File: config.mk
export PLATFORM = sky130hd
export DESIGN_NAME = branch_target_buffer
export DESIGN_NICKNAME = d
export VERILOG_FILES = /design/src/rtl/branch_target_buffer.sv
export SDC_FILE = /design/constraint.sdc
export NUM_CORES = 1
export LEC_CHECK = 0
export CORE_UTILIZATION = 48
export DETAILED_ROUTE_END_ITERATION = 10
export GPL_ROUTABILITY_DRIVEN = 0
export PLACE_DENSITY = 0.66
export SETUP_SLACK_MARGIN = 0.1
export SLEW_MARGIN = 20
export SYNTH_ARGS = -nofsm -noshare
export SYNTH_HDL_FRONTEND = slang
export SYNTH_SLANG_ARGS = --single-unit
File: constraint.sdc
create_clock -name clk -period 9.1 [get_ports clk]
set_input_delay 1.82 -clock clk [delete_from_list [all_inputs] [get_ports clk]]
set_output_delay 1.82 -clock clk [all_outputs]
set_load 0.005 [all_outputs]
File: src/rtl/branch_target_buffer.sv
// branch_target_buffer: direct-mapped BTB with a one-entry-per-cycle invalidate sweep.
// Define BTB_HYST_EN to add a 2-bit confidence counter per entry that gates hits.
module branch_target_buffer #(
    parameter int ENTRIES = 16
) (
    input  logic        clk,
    input  logic        rst_n,
    input  logic [31:0] PCF,
    output logic        hit_F,
    output logic [31:0] PredTarget_F,
    input  logic        upd_valid_E,
    input  logic [31:0] PCE,
    input  logic [31:0] PC_T_E,
    input  logic        taken_E,
    input  logic        flush_req,
    output logic        busy
);
    localparam int IDX_W = $clog2(ENTRIES);
    localparam int TAG_W = 30 - IDX_W;
    localparam logic IDLE = 1'b0;
    localparam logic FLUSH = 1'b1;

    logic               state;
    logic [IDX_W-1:0]   cnt;
    logic [ENTRIES-1:0] valid;
    logic [TAG_W-1:0]   tags [ENTRIES];
    logic [31:0]        targets [ENTRIES];
    logic [IDX_W-1:0]   ridx, widx;
    logic [TAG_W-1:0]   rtag, wtag;
    logic               rmatch, wmatch, upd, unused;

    assign busy   = state == FLUSH;
    assign ridx   = PCF[IDX_W+1:2];
    assign rtag   = PCF[31:IDX_W+2];
    assign widx   = PCE[IDX_W+1:2];
    assign wtag   = PCE[31:IDX_W+2];
    assign rmatch = valid[ridx] && tags[ridx] == rtag;
    assign wmatch = valid[widx] && tags[widx] == wtag;
    assign upd    = upd_valid_E && !busy;
    assign unused = ^{PCF[1:0], PCE[1:0]};

`ifdef BTB_HYST_EN
    logic [1:0] ctr [ENTRIES];
    assign hit_F = !busy && rmatch && ctr[ridx][1];
`else
    assign hit_F = !busy && rmatch;
`endif
    assign PredTarget_F = hit_F ? targets[ridx] : 32'h0;

    // Payload needs no reset: it is only observable through a valid bit.
    always_ff @(posedge clk) begin
        if (upd && taken_E) begin
            tags[widx]    <= wtag;
            targets[widx] <= PC_T_E;
        end
    end

    always_ff @(posedge clk) begin
        if (!rst_n) begin
            valid <= '0;
            state <= IDLE;
            cnt   <= '0;
`ifdef BTB_HYST_EN
            for (int i = 0; i < ENTRIES; i++) ctr[i] <= 2'd0;
`endif
        end else if (busy) begin
            valid[cnt] <= 1'b0;
`ifdef BTB_HYST_EN
            ctr[cnt] <= 2'd0;
`endif
            cnt <= cnt + IDX_W'(1);
            if (cnt == IDX_W'(ENTRIES - 1)) state <= IDLE;
        end else begin
            if (upd && taken_E) begin
                valid[widx] <= 1'b1;
`ifdef BTB_HYST_EN
                ctr[widx] <= !wmatch ? 2'd2 : (ctr[widx] == 2'd3 ? 2'd3 : ctr[widx] + 2'd1);
`endif
            end else if (upd && wmatch) begin
`ifdef BTB_HYST_EN
                ctr[widx] <= ctr[widx] == 2'd0 ? 2'd0 : ctr[widx] - 2'd1;
`else
                valid[widx] <= 1'b0;
`endif
            end
            // An update on the same edge lands first; the sweep then erases it.
            if (flush_req) begin
                state <= FLUSH;
                cnt   <= '0;
            end
        end
    end
endmodule

**After elaboration in Yosys (flattened, before gate mapping)**

Memories as Yosys holds them, arrays and structs flattened.
Cells that the tools add are included.

- $add $sub $neg: 1
- Magnitude comparators: 5
- Equality and inequality tests: 3
- Mux-type cells: 19
- Bitwise logic cells: 5
- Reductions and logical operators: 11

Operators with widths:

| operator | number |
|---|---|
| == test 26 bit | 2 |
| two-way mux 16 bit | 3 |
| AND 16 bit | 2 |
| two-way mux 32 bit | 1 |
| inverter 16 bit | 2 |
| bitwise OR 16 bit | 1 |
| < comparator 4 x 5 -> 1 bit, second input constant | 3 |
| two-way mux 1 bit | 9 |
| binary-select mux 1 bit (select 4 bit) | 2 |
| demux 1 bit (select 4 bit) | 2 |
| greater-or-equal comparator 4 x 1 -> 1 bit, second input constant | 2 |
| logical AND 1 bit | 8 |
| two-way mux 4 bit | 2 |
| adder 4 x 1 -> 4 bit, second input constant | 1 |
| == test 4 bit, second input constant | 1 |
| nonzero test 3 bit | 1 |
| nonzero test 2 bit | 1 |
| logical NOT 1 bit | 1 |

- Flip-flop bits (word level): 21
- Bits in writable memories: 928
- Input port bits: 101
- Output and inout bits: 34
- Logic and storage cells: 49
- Memories: 2

Memory list:

| memory | depth | bits a word | read ports | clocked after Yosys merged registers in | write ports | line | RTL |
|---|---|---|---|---|---|---|---|
| targets | 16 | 32 | 1 | 0 | 1 | 27 | `logic [31:0] targets [ENTRIES];` |
| tags | 16 | 26 | 2 | 0 | 1 | 26 | `logic [TAG_W-1:0] tags [ENTRIES];` |

**Logic depth before layout (Yosys ltp)**

Gate-level depths: netlist (run 1).

- Depth in word-level cells: 9
- Mapped depth: 13
- Depth with buffers taken out: 8

**Least setup slack after synthesis (run 1)**

Ideal clock, no wire load.

- Path kind: input to register
- From: input port PCE[2]
- To: memory tags[0][0] (netlist bit), enable pin
- Library setup time: 545 ps
- Arrival time: 6708 ps
- Slack: 1847 ps
- Cell stages on the path: 6
- Path through: buf_4 -> buf_2 -> nor2_1 -> clkbuf_1 -> nand2_1 -> nor3_1

RTL lines:

| item | line | RTL |
|---|---|---|
| start, declared | 12 | `input logic [31:0] PCE,` |
| end, declared | 26 |  |

Straight into the memory's write port.

**Worst setup path after layout (run 1)**

- From: input port PCF[2]
- To: output port PredTarget_F[14]

- Cells in the longest elaborated chain, start to end: 5
- Elaborated cells on any way between the ends: 8

RTL lines:

| item | line | RTL |
|---|---|---|
| start, declared | 8 | `input logic [31:0] PCF,` |
| memory read (16 x 26 bit) or binary-select mux 1 bit (select 4 bit) (tied branches) | -- |  |
| == test 26 bit or two-way mux 1 bit (tied branches) | 37 | `assign rmatch = valid[ridx] && tags[ridx] == rtag;` |
| logical AND 1 bit | 37 |  |
| logical AND 1 bit | 46 | `assign hit_F = !busy && rmatch;` |
| two-way mux 32 bit (*) | 48 | `assign PredTarget_F = hit_F ? targets[ridx] : 32'h0;` |
| end, declared | 10 | `output logic [31:0] PredTarget_F,` |

Mark *: on every way between the ends. The rest lies on a longest branch, timed or not. The select of a mux whose other input is x is not followed.

==> impl_metrics.yaml, run 1 <==
sta:
  hold_viol: 0
  relSlewSlack_pct: 24.1
  tightestPinTransition_ps: 1140
  tns_ps: 0
  period_minus_slack_ps: 7680
  rsz0062_at_grt: "no"
  fin_skew_ps: 34.6
  maxSlewViolCount: 0
  whs_ps: 539
  setup-violations-final: 0
  fmax_ghz: 0.130
  finalCritPeriodShare_pct: 84.4
global_route:
  grt.overflow.total: 0
  grt_use_total_pct: 23.9
  grt.busiest_layer: "met2"
  grt_use_met3_pct: 3.56
  grt_pass1_wl_mm: 148
  met2_usage_pct: 39.1
  antenna_found_initial: 8
  first_global_vias: 21700
  grt_max_degree: 109
  met1_usage_pct: 33.7
pwr:
  power.leakage_nw: 14.7
  power_density_nw_per_um2: 200
  switchingPower_mw: 2.00
  clock_power_share_pct: 41.7
  internal_power_mw: 7.34
  share_seq_of_total_power_pct: 51.8
  swShare_pct: 21.4
  ir_drop_mv: 0.164
  pwr-share-comb_pct: 6.5
logic_synthesis:
  synth_edf_count: 928
  syn-instance-count: 1907
  ys_warn_count: 0
  synth_nets: 2012
  synth_seq_cells: 949
  ys_top_cells_by_area: "edfxtp_1, mux4_2, mux2i_1"
  yosysTopAreaCell: "edfxtp_1"
  yosysTopAreaCellShare_pct: 68.4
  ys.flop_type: "edfxtp_1"
  async_flop_share_pct: 0
  syn_area_sq_um: 40700
  synth_seq_area_share_pct: 69.4
  synth_cell_types: 53
  syn_area_per_cell_sq_um: 21.4
clocking:
  cts_tree: "done"
  clock_latency_ps: 670
  clock_path_buffers: 3
  path_clk_slew_ps: 50
  cts_buffers: 97
  clkSinkCount: 949
  htreeDepth: 3
  post-cts-setup-buffers: 0
  ctsRootBufferMaster: "clkbuf_16"
  holdBufCountCts: 0
  ctsResizeCount: 0
routing:
  post_drt_wl_per_cell_um: 30.9
  drt_pass1_iterations: 5
  drtIter0Drc: 2241
  remaining_drc_errors: 0
  via_count: 20800
  via_per_inst: 6.35
  ant_nets: 0
  drt-total-wl_mm: 101
placed_design:
  numPortBuffers: 130
  place_hpwl_mm: 54.5
die:
  dieArea_sq_um: 86100
  start_util_pct: 48.6
  core_area_sq_um: 83800
  fp.dieH_um: 293
  rows: 106
  die_w_um: 293
  ios: 135
outcome:
  status: "complete, no violations"
setup_path:
  r2r_cells: 8
  worst_setup_path_start_kind: "input port"
  worstSetupEndpointType: "output port"
  critical_path.max_fanout: 57
  reg2reg_from: "tags[5][3]"
  path_class: "in -> out"
  cp.arrival_ps: 5860
  rrSetupSlack_ps: 5400
  cp.required_ps: 7280
layout:
  area_delta_synth_final_pct: 14.4
  final_layout_size_suffix_gt1_share_pct: 27.7
  finalNetCount: 2166
worst_hold_path:
  min_path_cells: 2
  hold_path_class: "reg -> reg"
run:
  drv_cap: 0
## stage by stage
stage | utilization [%] | setup slack, ps | instances | area [sq um] | power [mW]
floorplan | - | 1850 | 1907 | 40700 | 5.30
global placement | 51.9 | 1380 | 3095 | 43500 | 5.52
detailed placement | 51.9 | 1340 | 3096 | 43500 | 5.54
CTS | 55.6 | 1340 | 3271 | 46600 | 9.41
global route | 55.6 | 1130 | 3273 | 46600 | 9.60
finish | 55.6 | 1420 | 3273 | 46600 | 9.34
## cell usage in the layout (no fill, tap or decap), types with 4 or more instances in the layout
cell             netlist  routed
a21boi_0              15      15
a21oi_1               11      11
a221oi_1               5       5
a22o_1                 4       4
a22oi_1               14      14
a31oi_1                6       6
a32oi_1               15      15
a41oi_1               12      12
and2_1                 4       4
and3_1                32      32
buf_12                 0      11
buf_4                 16      39
bufinv_16              0      10
clkbuf_1              39      17
clkbuf_16              0      97
clkdlybuf4s50_1        0     123
clkinv_1               1      27
clkinv_2               0      18
dfxtp_1               21      21
edfxtp_1             928     928
ha_1                   4       4
inv_1                 11      11
mux2i_1               81      81
mux4_2               382     382
nand2_1               43      43
nand2b_1               6       6
nand3_1               11      11
nand4_1                8       8
nor2_1                38      26
nor2_4                 0      12
nor2b_1                8       8
nor3_1                14      10
nor3_2                 1       4
o21ai_0               11      11
o22ai_1                4       4
xnor2_1               46      46
xor2_1                21      21
## worst max path at each step
stage / to / from / cells past startpoint / slack [ps]
after floorplan: tags[0][0] / PCE[2] / 6 / 1850
after global placement: PredTarget_F[30] / PCF[2] / 10 / 1380
after detailed placement: PredTarget_F[17] / PCF[2] / 11 / 1340
after CTS: PredTarget_F[24] / PCF[2] / 11 / 1340
after global routing: PredTarget_F[16] / PCF[2] / 10 / 1130
final: PredTarget_F[14] / PCF[2] / 11 / 1420
## power groups by stage
stage | combinational [mW] | clock (mW) | sequential [mW]
4_1_cts | 0.613 | 3.96 | 4.83
6_report | 0.606 | 3.90 | 4.83
5_1_grt | 0.644 | 4.12 | 4.83
3_5_place_dp | 0.610 | 0 | 4.93
3_3_place_gp | 0.601 | 0 | 4.92
2_1_floorplan | 0.376 | 0 | 4.92
## synthesized netlist by cell type (4+ instances only)
library cell	instances
nand4_1	8
a221oi_1	5
mux2i_1	81
inv_1	11
buf_1	16
clkbuf_1	39
a22oi_1	14
xor2_1	21
xnor2_1	46
nor2b_1	8
a32oi_1	15
a21boi_0	15
a41oi_1	12
mux4_2	382
nand3_1	11
nand2b_1	6
nor2_1	38
and3_1	32
and2_1	4
ha_1	4
a21oi_1	11
o21ai_0	11
buf_2	49
nand2_1	43
o22ai_1	4
dfxtp_1	21
nor3_1	14
edfxtp_1	928
a22o_1	4
a31oi_1	6
buf_4	16
## final cells by class
cell class | instances | area, sq um
Inverter | 12 | 45.0
Fill cell | 6320 | 37200
Sequential cell | 949 | 28300
Tap cell | 1134 | 1420
Clock buffer | 114 | 2490
Timing Repair Buffer | 177 | 1800
Antenna cell | 2 | 5.00
Clock inverter | 61 | 623
Multi-Input combinational cell | 824 | 11900
## worst max-delay path, stage by stage
cell and delay, ps:
buf_8 510, buf_12 350, buf_4 290, mux4_2 530, mux4_2 540, xnor2_1 180
nand4_1 160, nor3_4 220, buf_4 400, and3_1 240, clkdlybuf4s50_1 510
## layer usage
layer | part of all wire [%] | up-vias
met2 | 50 | 891
li1 | - | 8534
met1 | 41 | 11200
met4 | 2.2 | 10
met5 | 0.065 | -
met3 | 6.7 | 157
## logic make-up after synthesis
logic type      Yosys count  synth area share, %
compound gates          115                 2.11
xor+xnor                 67                 1.44
fa+ha+maj                 4                0.123
buf+inv                 134                 1.57
flops                   949                 69.4
mux                     466                 23.2
simple gates            172                 2.14
## flip-flops by register name, summed over array words and instances, names as in the netlist, named ones only
register / flops
tags: 416
busy: 1
targets: 512
cnt: 4
(Power assumes the default switching activity.)
==> run 2, diff against run 1 <==
==> constraint.sdc (replaced) <==
create_clock -name clk -period 7.32 [get_ports clk]
set_input_delay 1.464 -clock clk [delete_from_list [all_inputs] [get_ports clk]]
set_output_delay 1.464 -clock clk [all_outputs]
set_load 0.005 [all_outputs]
==> run 2 against run 1 <==
Sequential cell count unchanged. Sequential power increased by 24%. Die area unchanged. Wire length decreased by 0.81%. Clock skew increased by 7.7 ps. Clock power increased by 23%. Register-to-register slack got worse by 1800 ps. Sequential share of layout area decreased by 0.20 points. Non-clock buffer count increased by 11. Critical path depth decreased by 1. Critical path type unchanged. Critical endpoint is now PredTarget_F[18]. Largest cell class unchanged. Largest power group unchanged. Highest routed layer unchanged.
==> impl_metrics.yaml, run 2 (synthesis gave the netlist of run 1 again) <==
outcome:
  status: "complete, no violations"
routing:
  drt_pass1_iterations: 5
  ant_nets: 0
  via_per_inst: 6.31
  remaining_drc_errors: 0
  drt-total-wl_mm: 100
  via_count: 20700
  post_drt_wl_per_cell_um: 30.6
  drtIter0Drc: 2254
sta:
  fmax_ghz: 0.150
  relSlewSlack_pct: 29.1
  rsz0062_at_grt: "no"
  finalCritPeriodShare_pct: 91.3
  hold_viol: 0
  tightestPinTransition_ps: 1060
  tns_ps: 0
  setup_ws_ps: 634
  period_minus_slack_ps: 6690
  maxSlewViolCount: 0
  setup-violations-final: 0
  fin_skew_ps: 42.3
layout:
  finalNetCount: 2178
  multiInputGateArea_sq_um: 11900
  seq_area_sq_um: 28300
  finish.utilization_pct: 55.8
  area_delta_synth_final_pct: 14.8
  largest-register: "targets"
  final_cell_mix: "edfxtp_1, mux4_2, clkdlybuf4s50_1, clkbuf_16, mux2i_1"
  fill_cells: 6345
  final_layout_size_suffix_gt1_share_pct: 28.0
  largest_reg_flops: 512
  diodes: 0
  reg.largest.list: "targets (512), tags (416), cnt (4)"
  final_common_cell: "edfxtp_1"
setup_path:
  cp.arrival_ps: 5220
  r2r_cells: 8
  worstSetupEndpointType: "output port"
  path_cells: "buf_8 -> buf_4 -> mux4_2 -> mux4_2 -> xnor2_1 -> nand4_1 -> nor3_4 -> buf_4 -> and3_1 -> clkdlybuf4s50_1"
  reg2reg_from: "tags[14][3]"
  path_class: "in -> out"
  rrSetupSlack_ps: 3650
  slowest_stage: "mux4_2"
  critical_path.max_fanout: 33
  cp.required_ps: 5860
  endpoint: "PredTarget_F[18]"
  worstSetupPathDepth: 10
  crit_start: "PCF[2]"
  slowest_delay_ps: 560
  cp_top_family: "buffers and inverters"
  crit_buf_inv: 4
  worst_setup_path_start_kind: "input port"
die:
  dieArea_sq_um: 86100
  ios: 135
  rows: 106
  fp.dieH_um: 293
  die_w_um: 293
  core_area_sq_um: 83800
  start_util_pct: 48.6
placed_design:
  dp_slack_ps: 639
  place_hpwl_mm: 54.5
  numPortBuffers: 130
clocking:
  cts_buffers: 98
  path_clk_slew_ps: 50
  ctsResizeCount: 0
  clock_latency_ps: 670
  clkSinkCount: 949
  post-cts-setup-buffers: 0
  clock_path_buffers: 3
  htreeDepth: 3
  ctsRootBufferMaster: "clkbuf_16"
  cts_tree: "done"
  holdBufCountCts: 0
pwr:
  power_density_nw_per_um2: 248
  power.leakage_nw: 14.7
  ir_drop_mv: 0.211
  p_total_mw: 11.6
global_route:
  grt.overflow.total: 0
  grt_pass1_wl_mm: 147
  grt_use_total_pct: 23.7
  antenna_found_initial: 5
  grt_max_degree: 113
  first_global_vias: 21600
worst_hold_path:
  hold_path_class: "reg -> reg"
run:
  drv_cap: 0
==> run 2: worst min-delay path by stage <==
stage / start / end / slack, ps / cells past startpoint
after floorplan: flop / flop / 460 / 2
after global placement: flop / flop / 500 / 2
after detailed placement: flop / flop / 500 / 2
after CTS: flop / flop / 510 / 2
after global routing: flop / flop / 550 / 2
final: flop / flop / 520 / 2
==> run 2: per-stage QoR <==
stage / cells / hold WS (ps) / instance area, sq um
2_1_floorplan: 1907 / 460 / 40700
3_3_place_gp: 3107 / 496 / 43700
3_5_place_dp: 3107 / 499 / 43700
4_1_cts: 3284 / 509 / 46800
5_1_grt: 3284 / 547 / 46800
6_report: 3284 / 519 / 46800
==> run 2: cell type report <==
type                       instances  area share, %
timing repair buffer             188           4.23
sequential                       949           60.5
tap                             1134           3.03
clock inverter                    57           1.10
inverter                          12         0.0963
multi-input combinational        824           25.5
clock buffer                     120           5.51
==> run 2: worst min-delay path: stages, from the launching register on <==
cell     delay [ps]
dfxtp_1         340
nand3_1          80
o21ai_1          50
==> run 2: metal layers <==
metal / vias to the layer above / GRT usage [%] / part of all wire (%)
met3: 203 / 3.67 / 6.4
met5: - / 0 / 0.063
met4: 10 / 7.69 / 3.1
met1: 11200 / 32.7 / 40
li1: 8540 / - / -
met2: 802 / 39.2 / 50
==> run 2: power by group <==
part | total (mW) | internal [mW] | switching [mW]
logic | 0.758 | 0.345 | 0.413
registers | 6.01 | 6.00 | 0.0123
clock network | 4.81 | 2.75 | 2.06
